===== src/rtl/muldiv_controller.sv =====
// ============================================================================
// muldiv_controller : sequences the shared multiplier/divider and HI/LO writes
// Revision 1.0 : initial release
// ============================================================================
`default_nettype none

module muldiv_controller #(
  parameter int TIMEOUT_CYCLES = 40,
  parameter int CNT_W          = 6
) (
  input  logic clk_i,
  input  logic reset_i,
  input  logic req_mult_i,
  input  logic req_div_i,
  input  logic req_mfhi_i,
  input  logic req_mflo_i,
  input  logic mult_ready_i,
  input  logic div_ready_i,
  input  logic div_zero_i,
  output logic mult_start_o,
  output logic div_start_o,
  output logic hi_wr_o,
  output logic lo_wr_o,
  output logic hilo_src_o,
  output logic busy_o,
  output logic stall_o,
  output logic done_o,
  output logic div_zero_exc_o,
  output logic timeout_exc_o
);

  typedef enum logic [2:0] {
    S_IDLE    = 3'd0,
    S_START_M = 3'd1,
    S_WAIT_M  = 3'd2,
    S_START_D = 3'd3,
    S_WAIT_D  = 3'd4,
    S_COMMIT  = 3'd5,
    S_ERR     = 3'd6
  } state_t;

  localparam logic [CNT_W-1:0] c_cnt_last = CNT_W'(TIMEOUT_CYCLES - 1);

  state_t           state_q, state_d;
  logic [CNT_W-1:0] cnt_q, cnt_d;
  logic             src_q, src_d;
  logic             zcause_q, zcause_d;
  logic             w_any_req;

  always_ff @(posedge clk_i) begin
    if (!reset_i) begin
      state_q  <= S_IDLE;
      cnt_q    <= '0;
      src_q    <= 1'b0;
      zcause_q <= 1'b0;
    end else begin
      state_q  <= state_d;
      cnt_q    <= cnt_d;
      src_q    <= src_d;
      zcause_q <= zcause_d;
    end
  end

  // hilo_src and the counter are set on entry to START so both are valid there.
  always_comb begin
    state_d  = state_q;
    cnt_d    = cnt_q;
    src_d    = src_q;
    zcause_d = zcause_q;
    case (state_q)
      S_IDLE: begin
        if (req_mult_i) begin
          state_d = S_START_M;
          src_d   = 1'b0;
          cnt_d   = '0;
        end else if (req_div_i) begin
          state_d = S_START_D;
          src_d   = 1'b1;
          cnt_d   = '0;
        end
      end
      S_START_M: begin
        cnt_d   = '0;
        state_d = S_WAIT_M;
      end
      S_WAIT_M: begin
        if (mult_ready_i) begin
          state_d = S_COMMIT;
        end else if (cnt_q == c_cnt_last) begin
          state_d  = S_ERR;
          zcause_d = 1'b0;
        end else begin
          cnt_d = cnt_q + CNT_W'(1);
        end
      end
      S_START_D: begin
        cnt_d   = '0;
        state_d = S_WAIT_D;
      end
      S_WAIT_D: begin
        if (div_zero_i) begin
          state_d  = S_ERR;
          zcause_d = 1'b1;
        end else if (div_ready_i) begin
          state_d = S_COMMIT;
        end else if (cnt_q == c_cnt_last) begin
          state_d  = S_ERR;
          zcause_d = 1'b0;
        end else begin
          cnt_d = cnt_q + CNT_W'(1);
        end
      end
      S_COMMIT: state_d = S_IDLE;
      S_ERR:    state_d = S_IDLE;
      default:  state_d = S_IDLE;
    endcase
  end

  assign mult_start_o   = (state_q == S_START_M);
  assign div_start_o    = (state_q == S_START_D);
  assign hi_wr_o        = (state_q == S_COMMIT);
  assign lo_wr_o        = (state_q == S_COMMIT);
  assign done_o         = (state_q == S_COMMIT);
  assign div_zero_exc_o = (state_q == S_ERR) &  zcause_q;
  assign timeout_exc_o  = (state_q == S_ERR) & ~zcause_q;
  assign hilo_src_o     = src_q;
  assign busy_o         = (state_q != S_IDLE);

  assign w_any_req = req_mult_i | req_div_i | req_mfhi_i | req_mflo_i;
  assign stall_o   = (busy_o & w_any_req) |
                     ((state_q == S_IDLE) & req_mult_i & req_div_i);

endmodule

`default_nettype wire


===== config.mk =====
export PLATFORM = sky130hd
export DESIGN_NAME = muldiv_controller
export DESIGN_NICKNAME = d
export VERILOG_FILES = /design/src/rtl/muldiv_controller.sv
export SDC_FILE = /design/constraint.sdc
export NUM_CORES = 1
export LEC_CHECK = 0
export BUFFER_PORTS_ARGS = -buffer_cell sky130_fd_sc_hd__buf_2
export CORE_AREA = 2 2 42 44
export DETAILED_ROUTE_END_ITERATION = 6
export DIE_AREA = 0 0 44 46
export GPL_TIMING_DRIVEN = 0
export PLACE_DENSITY = 0.74
export SYNTH_ARGS = -nofsm -noshare
export SYNTH_HDL_FRONTEND = slang
export SYNTH_SLANG_ARGS = --single-unit

===== constraint.sdc =====
create_clock -name clk_i -period 1.75 [get_ports clk_i]
set_input_delay 0.175 -clock clk_i [delete_from_list [all_inputs] [get_ports clk_i]]
set_output_delay 0.175 -clock clk_i [all_outputs]
set_load 0.01 [all_outputs]

==> flow_metrics.env <==
export IMPL_grt_max_degree=11
export IMPL_async_flop_share=0
export IMPL_p_per_area_mw_per_mm2=934
export IMPL_wire_per_inst_um=13.0
export IMPL_cts_root_buffer="clkbuf_4"
export IMPL_start_util=0.465
export IMPL_vdd_drop_max_v=0.000406
export IMPL_cts_max_level=1
export IMPL_fin_crit_ps=1640
export IMPL_path_cells="nor3_2 > inv_1 > o22a_1 > buf_2"
export IMPL_ys_flop_type="dfxtp_1"
export IMPL_ant_nets=0
export IMPL_area_sequential_um2=221
export IMPL_arrival_ps=1470
export IMPL_track_usage=0.200
export IMPL_dieArea_mm2=0.00202
export IMPL_fin_crit_sh=0.938
export IMPL_slew_headroom=0.718
export IMPL_ys_types=38
export IMPL_power_leakage_nw=0.383
export IMPL_critPathKind="register to output port"
export IMPL_yosysWarnings=0
export IMPL_ys_ff_latch=11
export IMPL_start_kind="register"
export IMPL_io_buffers=17
export IMPL_hp_class="input pin to register"
export IMPL_fillCellCount=152
export IMPL_grt_pass1_vias=676
export IMPL_cpPeakStageDelay_ps=370
export IMPL_viasPerCell=5.63
export IMPL_clk_path_buf_depth=2
export IMPL_crit_path_end_kind="output port"
export IMPL_firstDrtPassIters=4
export IMPL_fin_skew_ps=4.66
export IMPL_cts_sinks=11
export IMPL_coreArea_mm2=0.00161
export IMPL_syn_area_per_cell_um2=7.66
export IMPL_cts_setup_buffers=0
export IMPL_fp_row_count=15
export IMPL_outcome="complete, no violations"
export IMPL_multi_input_area_um2=479
export IMPL_cts_tree="done"
export IMPL_drc=0
export IMPL_grt_antenna_before_repair=0
export IMPL_drive_gt1_frac=0.286
export IMPL_design_area_um2=888
export IMPL_drt_iter0_drc=28
export IMPL_cts_made_buffers=3
export IMPL_vias=765
export IMPL_nets=130
export IMPL_hold_violations=0
export IMPL_max_freq_mhz=609
export IMPL_syn_area_um2=751
export IMPL_place_area_um2=857
export IMPL_grt_setup_unrepaired="no"
export IMPL_place_congestion=0.924
export IMPL_crit_fanout=6
export IMPL_die_x_um=44
export IMPL_hold_buffers=0
export IMPL_syn_to_final_growth_pct=18.3
export IMPL_slowest_stage="dfxtp_1"
export IMPL_cts_clk_slew_worst_paths_ps=70
export IMPL_synth_cells=98
export IMPL_ios=19
export IMPL_place_inst=132
export IMPL_setup_violations=0
export IMPL_cts_resized=0
export IMPL_fin_tns_setup_ps=0
export IMPL_clock_latency_ps=280
export IMPL_diodes=0
export IMPL_worst_slew_pin_slew_ps=416
export IMPL_fin_cells=136
export IMPL_dp_hpwl_mm=1.37
export IMPL_die_h_um=46
export IMPL_finalWirelength_mm=1.77
export IMPL_synth_edf_count=0
export IMPL_syn_nets=108
export IMPL_grt_overflow=0
export IMPL_yosysSeqAreaShare=0.293
export IMPL_maxCapViolations=0
export IMPL_grt_pass1_wl_mm=2.90
export IMPL_post_route_util=0.550
export IMPL_slew_viol_final=0
export IMPL_required_ps=1570
## power breakdown
group	internal, mW	switching, mW
Clock	0.0885	0.0931
Sequential	0.274	0.0299
Combinational	0.142	0.202
Total	0.505	0.325
## worst paths after layout
kind                           start                       to  slack (ps)  depth (start not counted)
max          state_q[1]$_SDFFE_PN0N_                  stall_o         110                          4
min                       req_mult_i  hilo_src_o$_SDFFE_PN0P_         140                          2
max reg2reg  state_q[1]$_SDFFE_PN0N_    cnt_q[3]$_SDFFE_PN0P_         160                          5
min reg2reg    cnt_q[4]$_SDFFE_PN0P_    cnt_q[4]$_SDFFE_PN0P_         500                          2
## cells by family (layout without fill, tap and decap cells)
family,count (synthesis),count (layout),share of synthesized area
AND/OR/NAND/NOR,44,44,0.308
AO/OA/AOI/OAI,29,29,0.282
flip-flops,11,11,0.293
buffers and inverters,11,32,0.0683
adder cells (fa/ha/maj),1,1,0.0167
XOR/XNOR,1,1,0.0117
multiplexers,1,1,0.0200
## state kept, by name, summed over array words and instances, names as in the netlist
signal and count:
state_q 3, zcause_q 1, hilo_src_o 1, cnt_q 6
## metrics by stage
| step | power (mW) | hold slack [ps] | setup WS, ps |
|---|---|---|---|
| after floorplan | 0.556 | 271 | 330 |
| after global placement | 0.638 | 432 | 199 |
| after detailed placement | 0.644 | 430 | 189 |
| after CTS | 0.828 | 142 | 52.1 |
| after global routing | 0.889 | 157 | 11.3 |
| final | 0.829 | 142 | 108 |
## cell type report
type,count,share of cell area
flip-flops and latches,11,0.249
plain buffers,6,0.0408
inverters,5,0.0211
multi-input cells,76,0.539
well taps,17,0.0239
clock buffers,4,0.0296
repair buffers,17,0.0958
## layer usage
| layer | track usage | up-vias | part of all wire |
|---|---|---|---|
| met3 | 0.0357 | 5 | 0.056 |
| met1 | 0.238 | 333 | 0.44 |
| met5 | 0 | - | 0 |
| li1 | - | 398 | - |
| met4 | 0.109 | 0 | 0.025 |
| met2 | 0.338 | 29 | 0.48 |
## cell usage in the layout, fill, tap and decap left out, types with 4 or more instances in the layout
| master | instances |
|---|---|
| nand2_1 | 9 |
| clkbuf_4 | 4 |
| a21oi_1 | 9 |
| buf_2 | 18 |
| dfxtp_1 | 10 |
| nor2_1 | 13 |
| inv_1 | 4 |
| nand2b_1 | 5 |
| nand3_1 | 4 |
## Yosys cell counts (2+ instances only)
master / instances / area share
nand2_1: 9 / 0.045
o22ai_1: 2 / 0.017
dfxtp_1: 11 / 0.29
nor2_1: 13 / 0.065
nor2b_1: 2 / 0.017
a21oi_1: 9 / 0.060
buf_4: 2 / 0.020
a211oi_1: 3 / 0.030
nand2b_1: 5 / 0.042
nand3_1: 4 / 0.027
o21a_1: 2 / 0.020
clkbuf_1: 2 / 0.010
buf_2: 2 / 0.013
o21ai_0: 3 / 0.020
inv_1: 4 / 0.020
and3_1: 3 / 0.025
## worst max-delay path: cells and delay by family (launching register included)
family | cells | cell delay, ps
and+or+nand+nor | 1 | 370
AOI/OAI and AO/OA | 1 | 200
DFF | 1 | 370
buffers and inverters | 2 | 250
(Power assumes the default switching activity.)
